<file path="src/rtl/alu_pipe_if.sv">
// ============================================================================
// Module      : alu_pipe_if
// Description : Operand-issue and result handshake bundle for alu_pipe.
//               The master side issues operands and consumes results;
//               the slave side is the pipelined ALU.
// Revision    : 1.0 - initial release
// ============================================================================
`timescale 1ns/1ps
`default_nettype none

interface alu_pipe_if #(
    parameter int WIDTH = 8
);
    logic             in_valid;
    logic             in_ready;
    logic [2:0]       s;
    logic [WIDTH-1:0] A;
    logic [WIDTH-1:0] B;
    logic             out_valid;
    logic             out_ready;
    logic [WIDTH-1:0] F;
    logic             flag_c;
    logic             flag_v;
    logic             flag_z;
    logic             flag_n;

    modport master (
        output in_valid, s, A, B, out_ready,
        input  in_ready, out_valid, F, flag_c, flag_v, flag_z, flag_n
    );

    modport slave (
        input  in_valid, s, A, B, out_ready,
        output in_ready, out_valid, F, flag_c, flag_v, flag_z, flag_n
    );
endinterface

`default_nettype wire

</file>
<file path="src/rtl/alu_pipe.sv">
// ============================================================================
// Module      : alu_pipe
// Description : Two-stage pipelined 8-operation ALU with valid/ready
//               handshake, full backpressure and registered C/V/Z/N flags.
//               Optional macro ALU_SAT_EN: unsigned saturation of add/sub
//               results (flags still report the raw condition).
// Revision    : 1.0 - initial release
// ============================================================================
`timescale 1ns/1ps
`default_nettype none

module alu_pipe #(
    parameter int WIDTH = 8
) (
    input  wire logic  clk,
    input  wire logic  rst,
    alu_pipe_if.slave  bus
);
    localparam int MSB = WIDTH - 1;

    // Stage 1: captured operands
    logic             s1_valid_q, s1_valid_d;
    logic [2:0]       s1_op_q;
    logic [WIDTH-1:0] s1_a_q;
    logic [WIDTH-1:0] s1_b_q;

    // Stage 2: result and flags
    logic             s2_valid_q;
    logic [WIDTH-1:0] s2_f_q;
    logic             s2_c_q, s2_v_q, s2_z_q, s2_n_q;

    // Handshake
    logic s2_load;
    logic in_ready;
    logic in_fire;

    // Stage-1 combinational result
    logic [WIDTH:0]   add_w, amb_w, bma_w;
    logic [WIDTH-1:0] f_d;
    logic             c_d, v_d, z_d, n_d;

    // S2 loads when empty or its result is being taken; S1 drains with it.
    assign s2_load  = !s2_valid_q || bus.out_ready;
    assign in_ready = !s1_valid_q || s2_load;
    assign in_fire  = bus.in_valid && in_ready;

    // S1 stays occupied only if it held data that could not advance.
    always_comb begin
        s1_valid_d = s1_valid_q;
        if (in_fire) begin
            s1_valid_d = 1'b1;
        end else if (s2_load) begin
            s1_valid_d = 1'b0;
        end
    end

    // ALU datapath: WIDTH+1-bit arithmetic so bit WIDTH gives carry/borrow.
    always_comb begin
        add_w = {1'b0, s1_a_q} + {1'b0, s1_b_q};
        amb_w = {1'b0, s1_a_q} - {1'b0, s1_b_q};
        bma_w = {1'b0, s1_b_q} - {1'b0, s1_a_q};
        f_d   = '0;
        c_d   = 1'b0;
        v_d   = 1'b0;
        case (s1_op_q)
            3'd1: begin
                f_d = bma_w[MSB:0];
                c_d = bma_w[WIDTH];
                v_d = (s1_b_q[MSB] != s1_a_q[MSB]) && (f_d[MSB] != s1_b_q[MSB]);
`ifdef ALU_SAT_EN
                if (c_d) f_d = '0;
`endif
            end
            3'd2: begin
                f_d = amb_w[MSB:0];
                c_d = amb_w[WIDTH];
                v_d = (s1_a_q[MSB] != s1_b_q[MSB]) && (f_d[MSB] != s1_a_q[MSB]);
`ifdef ALU_SAT_EN
                if (c_d) f_d = '0;
`endif
            end
            3'd3: begin
                f_d = add_w[MSB:0];
                c_d = add_w[WIDTH];
                v_d = (s1_a_q[MSB] == s1_b_q[MSB]) && (f_d[MSB] != s1_a_q[MSB]);
`ifdef ALU_SAT_EN
                if (c_d) f_d = {WIDTH{1'b1}};
`endif
            end
            3'd4:    f_d = s1_a_q ^ s1_b_q;
            3'd5:    f_d = s1_a_q | s1_b_q;
            3'd6:    f_d = s1_a_q & s1_b_q;
            3'd7:    f_d = {WIDTH{1'b1}};
            default: f_d = '0;
        endcase
        // Z and N follow the final (possibly clamped) result.
        z_d = (f_d == '0);
        n_d = f_d[MSB];
    end

    // Stage 1 register: capture operands on an accepted transfer.
    always_ff @(posedge clk or posedge rst) begin
        if (rst) begin
            s1_valid_q <= 1'b0;
            s1_op_q    <= 3'd0;
            s1_a_q     <= '0;
            s1_b_q     <= '0;
        end else begin
            s1_valid_q <= s1_valid_d;
            if (in_fire) begin
                s1_op_q <= bus.s;
                s1_a_q  <= bus.A;
                s1_b_q  <= bus.B;
            end
        end
    end

    // Stage 2 register: result and flags hold while the consumer stalls.
    always_ff @(posedge clk or posedge rst) begin
        if (rst) begin
            s2_valid_q <= 1'b0;
            s2_f_q     <= '0;
            s2_c_q     <= 1'b0;
            s2_v_q     <= 1'b0;
            s2_z_q     <= 1'b0;
            s2_n_q     <= 1'b0;
        end else if (s2_load) begin
            s2_valid_q <= s1_valid_q;
            if (s1_valid_q) begin
                s2_f_q <= f_d;
                s2_c_q <= c_d;
                s2_v_q <= v_d;
                s2_z_q <= z_d;
                s2_n_q <= n_d;
            end
        end
    end

    assign bus.in_ready  = in_ready;
    assign bus.out_valid = s2_valid_q;
    assign bus.F         = s2_f_q;
    assign bus.flag_c    = s2_c_q;
    assign bus.flag_v    = s2_v_q;
    assign bus.flag_z    = s2_z_q;
    assign bus.flag_n    = s2_n_q;

endmodule

`default_nettype wire

</file>
<file path="src/flat_wrapper.sv">
// flat-port wrapper written by rule: the top's interface ports become plain ports
module alu_pipe_flat 
#(
    parameter int WIDTH = 8
)
  (clk, rst, bus_in_valid, bus_s, bus_A, bus_B, bus_out_ready, bus_in_ready, bus_out_valid, bus_F, bus_flag_c, bus_flag_v, bus_flag_z, bus_flag_n);
  alu_pipe_if #(.WIDTH(WIDTH)) bus_i ();
  input  wire logic clk;
  input  wire logic rst;
  input wire logic [$bits(bus_i.in_valid)-1:0] bus_in_valid;
  input wire logic [$bits(bus_i.s)-1:0] bus_s;
  input wire logic [$bits(bus_i.A)-1:0] bus_A;
  input wire logic [$bits(bus_i.B)-1:0] bus_B;
  input wire logic [$bits(bus_i.out_ready)-1:0] bus_out_ready;
  output wire logic [$bits(bus_i.in_ready)-1:0] bus_in_ready;
  output wire logic [$bits(bus_i.out_valid)-1:0] bus_out_valid;
  output wire logic [$bits(bus_i.F)-1:0] bus_F;
  output wire logic [$bits(bus_i.flag_c)-1:0] bus_flag_c;
  output wire logic [$bits(bus_i.flag_v)-1:0] bus_flag_v;
  output wire logic [$bits(bus_i.flag_z)-1:0] bus_flag_z;
  output wire logic [$bits(bus_i.flag_n)-1:0] bus_flag_n;
  assign bus_i.in_valid = bus_in_valid;
  assign bus_i.s = bus_s;
  assign bus_i.A = bus_A;
  assign bus_i.B = bus_B;
  assign bus_i.out_ready = bus_out_ready;
  assign bus_in_ready = bus_i.in_ready;
  assign bus_out_valid = bus_i.out_valid;
  assign bus_F = bus_i.F;
  assign bus_flag_c = bus_i.flag_c;
  assign bus_flag_v = bus_i.flag_v;
  assign bus_flag_z = bus_i.flag_z;
  assign bus_flag_n = bus_i.flag_n;
  alu_pipe #(.WIDTH(WIDTH)) u_core (.clk(clk), .rst(rst), .bus(bus_i));
endmodule
</file>
<file path="config.mk">
export PLATFORM = sky130hd
export DESIGN_NAME = alu_pipe_flat
export DESIGN_NICKNAME = d
export VERILOG_FILES = /design/src/rtl/alu_pipe_if.sv /design/src/rtl/alu_pipe.sv /design/src/flat_wrapper.sv
export SDC_FILE = /design/constraint.sdc
export NUM_CORES = 1
export LEC_CHECK = 0
export ABC_AREA = 1
export BUFFER_PORTS_ARGS = -buffer_cell sky130_fd_sc_hd__buf_2
export CAP_MARGIN = 20
export CORE_UTILIZATION = 30
export CTS_CLUSTER_SIZE = 30
export DETAILED_ROUTE_END_ITERATION = 6
export GPL_TIMING_DRIVEN = 1
export PLACE_DENSITY_LB_ADDON = 0.08
export SYNTH_ARGS = -nofsm -noshare
export SYNTH_HDL_FRONTEND = slang
export SYNTH_SLANG_ARGS = --single-unit
</file>
<file path="constraint.sdc">
create_clock -name clk -period 2.8 [get_ports clk]
set_input_delay 0.28 -clock clk [delete_from_list [all_inputs] [get_ports clk]]
set_output_delay 0.28 -clock clk [all_outputs]
set_load 0.1 [all_outputs]
</file>
==> flow_metrics.tcl <==
set metrics [dict create \
    hold_path_class "in2async" \
    tightest_slew_ns 0.6587 \
    globalplace.congestion 0.9048 \
    ctsHoldBuffers 0 \
    initial_util_pct 30.91 \
    grt_pass1_vias 2689 \
    regArea_um2 800.8 \
    slew_limit_headroom_pct 55.84 \
    synth-edff-count 0 \
    crit_required_ns 3.03 \
    post_synth_inst_count 420 \
    most_common_cell_after_layout_fill_and_taps_aside "sky130_fd_sc_hd__nand2_1" \
    startpoint_of_the_most_critical_register_to_register_path "u_core.s1_a_q[0]" \
    ys.flop_type "sky130_fd_sc_hd__dfrtp_1" \
    worst_r2r_path_cells 12 \
    status "complete, no violations" \
    yosysWarningCount 0 \
    timing.final.crit_share_pct 82.88 \
    cts_tree "done" \
    gr-usage-met2_pct 28.53 \
    ys_seq_elements 32 \
    worst_skew_pair.late_latency_ns 0.29 \
    grtUsageMet3_pct 2.530 \
    setup_viol_count_final 0 \
    critPathMaxFanout 3 \
    fmax_mhz 430.9 \
    synthDominantCellAreaShare_pct 28.17 \
    grt_overall_usage_pct 17.76 \
    floorplan.die.width_um 99.35 \
    power.static_leakage_nw 1.756 \
    nFillCells 1033 \
    grt_first_pass_wirelength_mm 13.59 \
    worstSetupEndpointType "flop" \
    io_buffers 36 \
    cell_accounting_for_the_most_synthesized_area "sky130_fd_sc_hd__dfrtp_1" \
    dr.pass1.iters 5 \
    post_synthesis_mean_instance_area_um2 6.768 \
    fin_worst_hold_slack_ns 0.02683 \
    post-layout-total-power_mw 2.863 \
    finalMaxSlewViolations 0 \
    drt_drc_violations_left 0 \
    diodes 0 \
    clock_tree.htree_level_count 2 \
    cts_inserted_buffers 5 \
    rsz0062_at_grt "false" \
    drt.antenna.violating_nets 0 \
    share_of_async_settable_or_async_resettable_flops_after_synthesis_pct 100.0 \
    period_needed_ns 2.321 \
    synth.yosys.seq_area_share_pct 28.17 \
    grt_most_used_layer "met2" \
    antenna_found_initial 0 \
    capturing_point_of_the_worst_reg2reg_path "u_core.bus.flag_z" \
    post_synth_instance_area_um2 2843 \
    power_density_nw_per_um2 876.9 \
    synthesized_netlist_net_count 478 \
    numnets_final 513 \
    largest_net_degree_at_the_start_of_global_routing 40 \
    global_route.overflow_total 0 \
    timing.setup.tns_ns 0 \
    placementRows 35 \
    drv.max_cap_violation_count 0 \
    critical_path_class "reg2reg" \
    finClkSkew_ns 0.006657 \
    global_route.usage.met1_pct 24.90 \
    cts_root_buf "sky130_fd_sc_hd__clkbuf_8" \
    viasPerCell 4.989 \
    multi_input_area_um2 1782 \
    yosys-top-cells-area "sky130_fd_sc_hd__dfrtp_1 28%, sky130_fd_sc_hd__nand2_1 14%, sky130_fd_sc_hd__ha_1 14%" \
    clockBufferDepth 2 \
    final-hold-violation-count 0 \
    vdd_drop_max_mv 0.3023 \
    height_of_the_die_um 99.35 \
    synth_cell_type_count 33 \
    detailroute.via_count 2829 \
    final_cell_mix "107 x sky130_fd_sc_hd__nand2_1, 53 x sky130_fd_sc_hd__nor2_1, 52 x sky130_fd_sc_hd__inv_1" \
    cts.repair_timing.setup_buffer_count 0 \
    top_level_ports 37 \
    worstPathArrival_ns 2.55 \
    clock_sinks 32 \
    timing.reg2reg.setup_slack_ns 0.48 \
    path_clk_slew_ns 0.08 \
    post_cts_resize_count 0 \
    drt_first_iter_violations 209 \
    worst_setup_path_start_kind "flop" \
    area_delta_synth_final_pct 14.83 \
    wire_length_after_detailed_routing_mm 8.438 \
    wl_per_cell_um 14.88 \
    fp.dieArea_um2 9869 \
    design.core.area_um2 9196 \
    half_perimeter_wire_length_of_the_detailed_placement_result_mm 6.539 \
    post_route_cells_drive_above_1_share_pct 12.94 \
]
[stage by stage]
step / util, % / std cells / cell area [µm²] / setup WS (ns)
after floorplan: - / 420 / 2848 / 0.06434
after global placement: 34.12 / 559 / 3138 / 0.5118
after detailed placement: 34.12 / 559 / 3138 / 0.5255
after CTS: 35.50 / 567 / 3264 / 0.4862
after global routing: 35.50 / 567 / 3264 / 0.2494
final: 35.50 / 567 / 3264 / 0.4794
[power by group]
| group | internal [mW] | switching (mW) |
|---|---|---|
| Sequential | 0.569 | 0.0913 |
| Combinational | 0.401 | 1.29 |
| Clock | 0.314 | 0.197 |
| Total | 1.28 | 1.58 |
[state kept, by name, indices dropped and copies added, names as in the netlist]
signal,count
u_core.bus.flag_c,1
u_core.bus.out_valid,1
u_core.s1_valid_q,1
u_core.bus.flag_v,1
u_core.bus.flag_z,1
u_core.s1_a_q,8
u_core.s1_b_q,8
u_core.bus.flag_n,1
u_core.bus.F,7
u_core.s1_op_q,3
[worst max-delay path: stages (launching register included)]
cell and delay, ns:
sky130_fd_sc_hd__dfrtp_1 0.37, sky130_fd_sc_hd__inv_1 0.08, sky130_fd_sc_hd__ha_1 0.21, sky130_fd_sc_hd__fa_1 0.42
sky130_fd_sc_hd__o21ai_0 0.35, sky130_fd_sc_hd__nand3_1 0.14, sky130_fd_sc_hd__nand3_1 0.11, sky130_fd_sc_hd__nand2_1 0.05
sky130_fd_sc_hd__nor2_1 0.22, sky130_fd_sc_hd__nand3_1 0.10, sky130_fd_sc_hd__nor2_1 0.10, sky130_fd_sc_hd__nand2_1 0.06
sky130_fd_sc_hd__nand2_1 0.05
[cells by family (layout without fill, tap and decap cells)]
family,Yosys count,in the layout,share of synthesized area (%)
AO/OA/AOI/OAI,55,55,10.61
XOR/XNOR,1,1,0.3082
adder cells (fa/ha/maj),35,35,16.20
buffers and inverters,67,103,9.331
flip-flops,32,32,28.17
AND/OR/NAND/NOR,230,230,35.39
[worst max-delay path by stage]
stage | from | endpoint | slack [ns] | depth (start not counted)
after global placement | u_core.s1_b_q[0] | u_core.bus.flag_z | 0.51 | 14
after global routing | u_core.s1_a_q[0] | u_core.bus.flag_z | 0.25 | 14
after CTS | u_core.s1_a_q[0] | u_core.bus.flag_z | 0.49 | 12
after floorplan | u_core.bus.out_valid | u_core.s1_b_q[0] | 0.06 | 5
final | u_core.s1_a_q[0] | u_core.bus.flag_z | 0.48 | 12
after detailed placement | u_core.s1_a_q[0] | u_core.bus.flag_z | 0.53 | 12
[layer usage]
layer	vias up	part of all wire [%]
met1	1305	48
met2	97	45
met3	10	5.5
li1	1417	-
met4	0	1.6
met5	-	0
[final cells by class]
class | instances | share of cell area, %
inverters | 55 | 6.324
clock inverters | 1 | 0.9199
clock buffers | 7 | 2.951
multi-input cells | 321 | 54.58
well taps | 111 | 4.254
flip-flops and latches | 32 | 24.53
repair buffers | 40 | 6.439
[synth_stat cells, types with 3 or more instances]
cell type                  count
sky130_fd_sc_hd__dfrtp_1      32
sky130_fd_sc_hd__nand3_2       4
sky130_fd_sc_hd__buf_2         5
sky130_fd_sc_hd__inv_1        52
sky130_fd_sc_hd__nand3b_1      3
sky130_fd_sc_hd__a21oi_1      30
sky130_fd_sc_hd__o21ai_0      13
sky130_fd_sc_hd__nand3_1      51
sky130_fd_sc_hd__ha_1         32
sky130_fd_sc_hd__nand4_1       5
sky130_fd_sc_hd__nand2_1     107
sky130_fd_sc_hd__nor2_1       53
sky130_fd_sc_hd__fa_1          3
sky130_fd_sc_hd__clkbuf_1      5
(Power assumes the default switching activity.)
